### src/rtl/cp0_exc_ctrl.sv
// Coprocessor-0 exception/interrupt controller for the M stage of the 5-stage MIPS core.
// It holds SR, Cause, EPC and PRId, services mfc0/mtc0, and raises the flush request with the return PC.
module cp0_exc_ctrl #(
  parameter logic [31:0] PRID     = 32'h2022_0007,
  parameter logic [31:0] SR_WMASK = 32'h0000_FC03
) (
  input  logic        clk,
  input  logic        reset,
  input  logic        en,
  input  logic [4:0]  cp0_addr,
  input  logic [31:0] cp0_in,
  output logic [31:0] cp0_out,
  input  logic [31:0] vpc,
  input  logic        bd_in,
  input  logic [4:0]  exc_code_in,
  input  logic [5:0]  hw_int,
  input  logic        exl_clr,
  output logic        req,
  output logic [31:0] epc
);

  localparam logic [4:0] ADDR_SR    = 5'd12;
  localparam logic [4:0] ADDR_CAUSE = 5'd13;
  localparam logic [4:0] ADDR_EPC   = 5'd14;
  localparam logic [4:0] ADDR_PRID  = 5'd15;

  logic [31:0] sr_q, sr_d;
  logic        bd_q, bd_d;
  logic [5:0]  ip_q, ip_d;
  logic [4:0]  exc_code_q, exc_code_d;
  logic [31:0] epc_q, epc_d;

  logic int_pend;
  logic exc_pend;

  // Requests are gated by reset so the pipeline never sees a flush while reset is held.
  always_comb begin
    int_pend = (|(hw_int & sr_q[15:10])) & sr_q[0] & ~sr_q[1];
    exc_pend = (exc_code_in != 5'd0) & ~sr_q[1];
    req      = ~reset & (int_pend | exc_pend);
  end

  always_comb begin
    sr_d       = sr_q;
    bd_d       = bd_q;
    ip_d       = hw_int;
    exc_code_d = exc_code_q;
    epc_d      = epc_q;
    if (req) begin
      sr_d[1]    = 1'b1;
      bd_d       = bd_in;
      exc_code_d = int_pend ? 5'd0 : exc_code_in;
      epc_d      = bd_in ? (vpc - 32'd4) : vpc;
    end else begin
      // eret owns SR this cycle; an SR write from mtc0 is dropped, an EPC write still lands.
      if (exl_clr) begin
        sr_d[1] = 1'b0;
      end else if (en && (cp0_addr == ADDR_SR)) begin
        sr_d = (sr_q & ~SR_WMASK) | (cp0_in & SR_WMASK);
      end
      if (en && (cp0_addr == ADDR_EPC)) begin
        epc_d = {cp0_in[31:2], 2'b00};
      end
    end
  end

  always_ff @(posedge clk or posedge reset) begin
    if (reset) begin
      sr_q       <= 32'd0;
      bd_q       <= 1'b0;
      ip_q       <= 6'd0;
      exc_code_q <= 5'd0;
      epc_q      <= 32'd0;
    end else begin
      sr_q       <= sr_d;
      bd_q       <= bd_d;
      ip_q       <= ip_d;
      exc_code_q <= exc_code_d;
      epc_q      <= epc_d;
    end
  end

  always_comb begin
    cp0_out = 32'd0;
    case (cp0_addr)
      ADDR_SR:    cp0_out = sr_q;
      ADDR_CAUSE: cp0_out = {bd_q, 15'd0, ip_q, 3'd0, exc_code_q, 2'd0};
      ADDR_EPC:   cp0_out = epc_q;
      ADDR_PRID:  cp0_out = PRID;
      default:    cp0_out = 32'd0;
    endcase
  end

  assign epc = epc_q;

endmodule

### config.mk
export PLATFORM = sky130hd
export DESIGN_NAME = cp0_exc_ctrl
export DESIGN_NICKNAME = d
export VERILOG_FILES = /design/src/rtl/cp0_exc_ctrl.sv
export SDC_FILE = /design/constraint.sdc
export NUM_CORES = 1
export LEC_CHECK = 0
export CORE_ASPECT_RATIO = 2
export CORE_MARGIN = 3
export CORE_UTILIZATION = 45
export DETAILED_ROUTE_END_ITERATION = 7
export PLACE_DENSITY = 0.86
export SKIP_LAST_GASP = 1
export SLEW_MARGIN = 20
export SYNTH_ARGS = -nofsm -noshare
export SYNTH_HDL_FRONTEND = slang
export SYNTH_SLANG_ARGS = --single-unit
### constraint.sdc
create_clock -name clk -period 4.3 [get_ports clk]
set_clock_uncertainty 0.05 [all_clocks]
set_input_delay 0.43 -clock clk [delete_from_list [all_inputs] [get_ports clk]]
set_output_delay 0.43 -clock clk [all_outputs]
set_load 0.02 [all_outputs]
**Word-level counts from Yosys, hierarchy flattened**

Cells that the tools add are included.

- Add/sub/neg operators: 1
- Multiply operators: 0
- Div/mod/pow operators: 0
- Order comparisons: 0
- Eq/ne operators: 4
- Shift operators: 0
- Multiplexer cells: 8
- Bitwise logic cells: 11
- Reductions and logical operators: 7

Operators with widths:

| operator | number |
|---|---|
| $pmux 32 s4 | 1 |
| $mux 32 | 3 |
| $or 32x16->32 | 1 |
| $sub 32x3->32 const B | 1 |
| $eq 5x4->1 const B | 4 |
| $and 6x6->6 | 1 |
| $reduce_or 6->1 | 1 |
| $mux 5 | 1 |
| $reduce_bool 5->1 | 1 |
| $and 1x1->1 | 4 |
| $not 1->1 | 4 |
| $reduce_and 3->1 | 1 |
| $reduce_bool 3->1 | 1 |
| $logic_and 1x1->1 | 2 |
| $mux 1 | 2 |
| $mux 2 | 1 |
| $reduce_bool 2->1 | 1 |
| $or 1x1->1 | 1 |

- Register bits after elaboration: 76
- Latch bits: 0
- RAM bits: 0
- ROM bits: 0
- Input bits: 85
- Logic and storage cells: 37
- Memories kept: 0

**Longest topological paths before layout**

- Depth in word-level cells: 8
- Mapped depth: 7

**Least setup slack after synthesis**

No wires, ideal clock.

- Path kind: in2reg
- Start: input vpc[26]
- End: register epc_q[31] (netlist: epc[31])
- Setup time: 0.077 ns
- Arrival time: 2.118 ns
- Setup slack: 2.055 ns
- Stages on the path: 5
- Buffers on the path: 0
- Cell sequence: or4_4 -> or3_1 -> or3_4 -> o41a_1 -> a21oi_1

- Word-level cells in the longest chain between the ends: 3

RTL lines:

| element | RTL line | text |
|---|---|---|
| start, declared | 13 | `input logic [31:0] vpc,` |
| $sub 32x3->32 | 53 | `epc_d = bd_in ? (vpc - 32'd4) : vpc;` |
| $mux 32 | 53 |  |
| $mux 32 | 49 | `if (req) begin` |
| end signal, assigned | 79 | `epc_q <= epc_d;` |
| end, declared | 31 | `logic [31:0] epc_q, epc_d;` |

No other way between the ends.
A chain may end at the register's enable or synchronous reset.

**Final worst setup path**

- Start: input cp0_addr[1]
- End: output cp0_out[5]

- Word-level cells in the longest chain between the ends: 2
- Elaborated cells on any way between the ends: 5
- Classes of those cells: eq/ne (4); mux (1)

RTL lines:

| element | RTL line | text |
|---|---|---|
| start, declared | 10 | `input logic [4:0] cp0_addr,` |
| $eq 5x4->1 | 85 | `case (cp0_addr)` |
| $pmux 32 s4 * | 85 |  |
| end, declared | 12 | `output logic [31:0] cp0_out,` |

Mark *: on every way between the ends. The rest lies on a longest branch, timed or not.

==> summary.md <==
| Metric | Value |
|---|---|
| M2 GR Usage | `0.492` |
| Clock share of power | `0.267` |
| Vias in the first global route | `3,451` |
| Synth Net Count | `around 450` |
| Dominant synthesized flop cell | `dfrtp_1` |
| Mapped cell area | `3260 µm²` |
| Post-CTS Setup Inserts | `0` |
| Top cells by area, synth | `dfrtp_1 (40%), mux2i_1 (5.5%), a211oi_1 (4.4%), nor2b_1 (4.0%), a21oi_1 (3.7%)` |
| Hold Vio Cnt, Final | `0` |
| Synth Instances | `about 360` |
| Setup Viol. Count Final | `0` |
| Initial antenna violation count | `0` |
| Met1 GRT Util | `0.283` |
| F_max | `slightly below 0.3 GHz` |
| Antenna Cells | `0` |
| Switching share of power | `0.325` |
| Routed vias | `3,369` |
| Pins over their slew limit | `0` |
| Core Area | `between 6000 and 7000 µm²` |
| Count of cell types in the netlist | `43` |
| Crit path capture type | `primary output` |
| Skew-Pair Late Insertion Delay | `0.29 ns` |
| WP data required | `~3.8 ns` |
| Die X | `approximately 66 µm` |
| P&R area growth vs syn | `53.0%` |
| Worst min path class | `reg -> reg` |
| Die area | `8360 µm²` |
| Layout cells sized above 1 | `0.0577` |
| CTS Sinks | `52` |
| Ys async rst share | `1.00` |
| CTS H-tree depth | `2` |
| Synth Register Bits | `52` |
| Lkg Pwr | `~0.0019 µW` |
| Drt wl/cell | `around 18 µm` |
| Slew HR | `0.368` |
| Synth area leader | `dfrtp_1` |
| First-pass GRT wire length | `17,300 µm` |
| Maximum vdd drop | `~0.00019 V` |
| Worst-Margin Slew | `approximately 0.95 ns` |
| Row cnt | `43` |
| Net Sw Power | `559 µW` |
| Final WS setup | `about 0.87 ns` |
| Port bufs | `149` |
| Fin crit period | `3.43 ns` |
| Pre-CTS setup slack | `approximately 0.91 ns` |
| Setup_tns | `0 ns` |
| I/O pin count | `150` |
| Post-synthesis sequential area ratio | `0.399` |
| Number of flops mapped to enable cells by yosys | `0` |
| Met3 Use GR | `0.0416` |
| GP Congestion | `between 0.8 and 0.9` |
| RSZ-0062 raised after global routing | `no` |
| DRC viols | `0` |
| Hold-fix buffers, CTS | `0` |
| 1st-iter DRT viols | `between 150 and 200` |
| Reg clk slew, reported paths | `around 0.070 ns` |
| Area share of the largest cell type after synthesis | `0.399` |
| Root Buffer | `clkbuf_16` |
| Internal | `roughly 1200 µW` |
| Pin count of the biggest net entering global routing | `53` |
| Status | `complete, no violations` |
| Max Cap Viol | `0` |
| Layout Nets | `around 590` |
| Vias per cell | `between 5 and 6` |
| Initial Util | `0.466` |
| Worst-path fanout max | `14` |
| Gr usage total | `0.267` |
| Syn avg cell area | `8.98 µm²` |
| Combinational share of power | `0.348` |
| WS Path Type | `in -> out` |
| CTS max path bufs | `2` |
| Top Usage Layer GRT | `met2` |
| Die H | `~130 µm` |
| Worst hold margin | `0.473 ns` |
| Drt total wl | `~11,000 µm` |
| Post-CTS sizing | `0` |
| Sequential fraction of design power | `0.385` |
| Fin crit share | `0.797` |
| Power per Cell Area | `between 300 and 400 nW/µm²` |
| Total gr overflow | `0` |
| Antenna-violating nets left | `0` |
| CTS tree | `yes` |
| Crit path arrival time | `roughly 3.0 ns` |
| CTS Buf Count | `5` |
| Initial DRT Pass Iterations | `4` |
| Dpl hpwl | `between 8000 and 9000 µm` |
| Count of warnings emitted by yosys | `0` |
| Startpoint Class | `primary input` |
worst max-delay path, stage by stage:
cell and delay (ns):
clkdlybuf4s50_1 0.46, buf_4 0.22, nor2b_1 0.57, buf_4 0.31
a22oi_1 0.11, nor2_1 0.20, clkdlybuf4s50_1 0.64
sequential cells by signal (all words and copies together) (netlist names):
register,flops
bd_q,1
sr_q,8
epc,32
exc_code_q,5
ip_q,6
layout make-up:
type	count	area [µm²]
Clock inverter	3	42.5
Fill cell	548	2010
Clock buffer	5	125
Sequential cell	52	1300
Timing Repair Buffer	154	1530
Inverter	9	35.0
Tap cell	90	113
Multi-Input combinational cell	280	1840
through the flow:
stage	util	std cells	total power [µW]	area, µm²
2_1_floorplan	-	363	944	3260
3_3_place_gp	0.689	585	1250	4820
3_5_place_dp	0.689	585	1270	4820
4_1_cts	0.713	593	1730	4990
5_1_grt	0.713	593	1810	4990
6_report	0.713	593	1720	4990
cells in the final DEF (no fill, tap or decap), drive strengths merged, types with 6 or more instances in the layout:
master and n:
nor4 6, inv 8, and3 16, nand3 10
dfrtp 52, nand2 21, mux2 8, o21ai 23
nor3 10, a21oi 24, nor2 29, clkdlybuf4s50 149
a22oi 8, xnor2 13, a211oi 19, or3 7
xor2 11, nor2b 21, mux2i 18
logic make-up after synthesis:
family | share of synthesized area
AOI/OAI and AO/OA | 0.165
xor gates and xnor gates | 0.0645
adders and majority gates | 0.00384
buffers and inverters | 0.0365
DFF | 0.399
muxes | 0.0829
and+or+nand+nor | 0.248
per-layer routing:
metal / vias up / wire length, µm
met5: - / 0
met4: 0 / 452
met1: 1607 / 3870
met2: 138 / 6060
met3: 33 / 517
li1: 1591 / -
cells in the mapped netlist (2+ instances only):
cell,count
dfrtp_1,52
nor2_1,29
a21oi_1,24
o21ai_0,23
nand2_1,21
nor2b_1,21
a211oi_1,19
clkbuf_1,19
mux2i_1,18
and3_1,16
xnor2_1,13
xor2_1,11
nand3_1,10
nor3_1,10
inv_1,9
a22oi_1,8
mux2_2,8
or3_1,6
a31oi_1,5
nor4_1,5
nand2b_1,4
nand3b_1,3
nand4_1,3
o31ai_1,3
or4_1,3
buf_2,2
nor3b_1,2
path summary, 6_finish.rpt:
check	startpoint	to	slack, ns	cells after the start
worst max register to register	sr_q[11]$_DFFE_PP0P_	sr_q[12]$_DFFE_PP0P_	1.75	5
min in group asynchronous	reset	sr_q[0]$_DFFE_PP0P_	0.63	2
worst max-delay path	cp0_addr[1]	cp0_out[5]	0.87	7
worst min-delay path	bd_q$_DFFE_PP0N_	bd_q$_DFFE_PP0N_	0.47	1
worst min register to register	bd_q$_DFFE_PP0N_	bd_q$_DFFE_PP0N_	0.47	1
max in group asynchronous	reset	epc[15]$_DFFE_PP0P_	3.01	2
power groups by stage:
stage	Combinational, µW	Clock [µW]	Sequential [µW]
after floorplan	211	0	733
after global placement	585	0	668
after detailed placement	600	0	669
after CTS	604	463	662
after global routing	648	484	673
final	600	460	663
(Power assumes the default switching activity.)
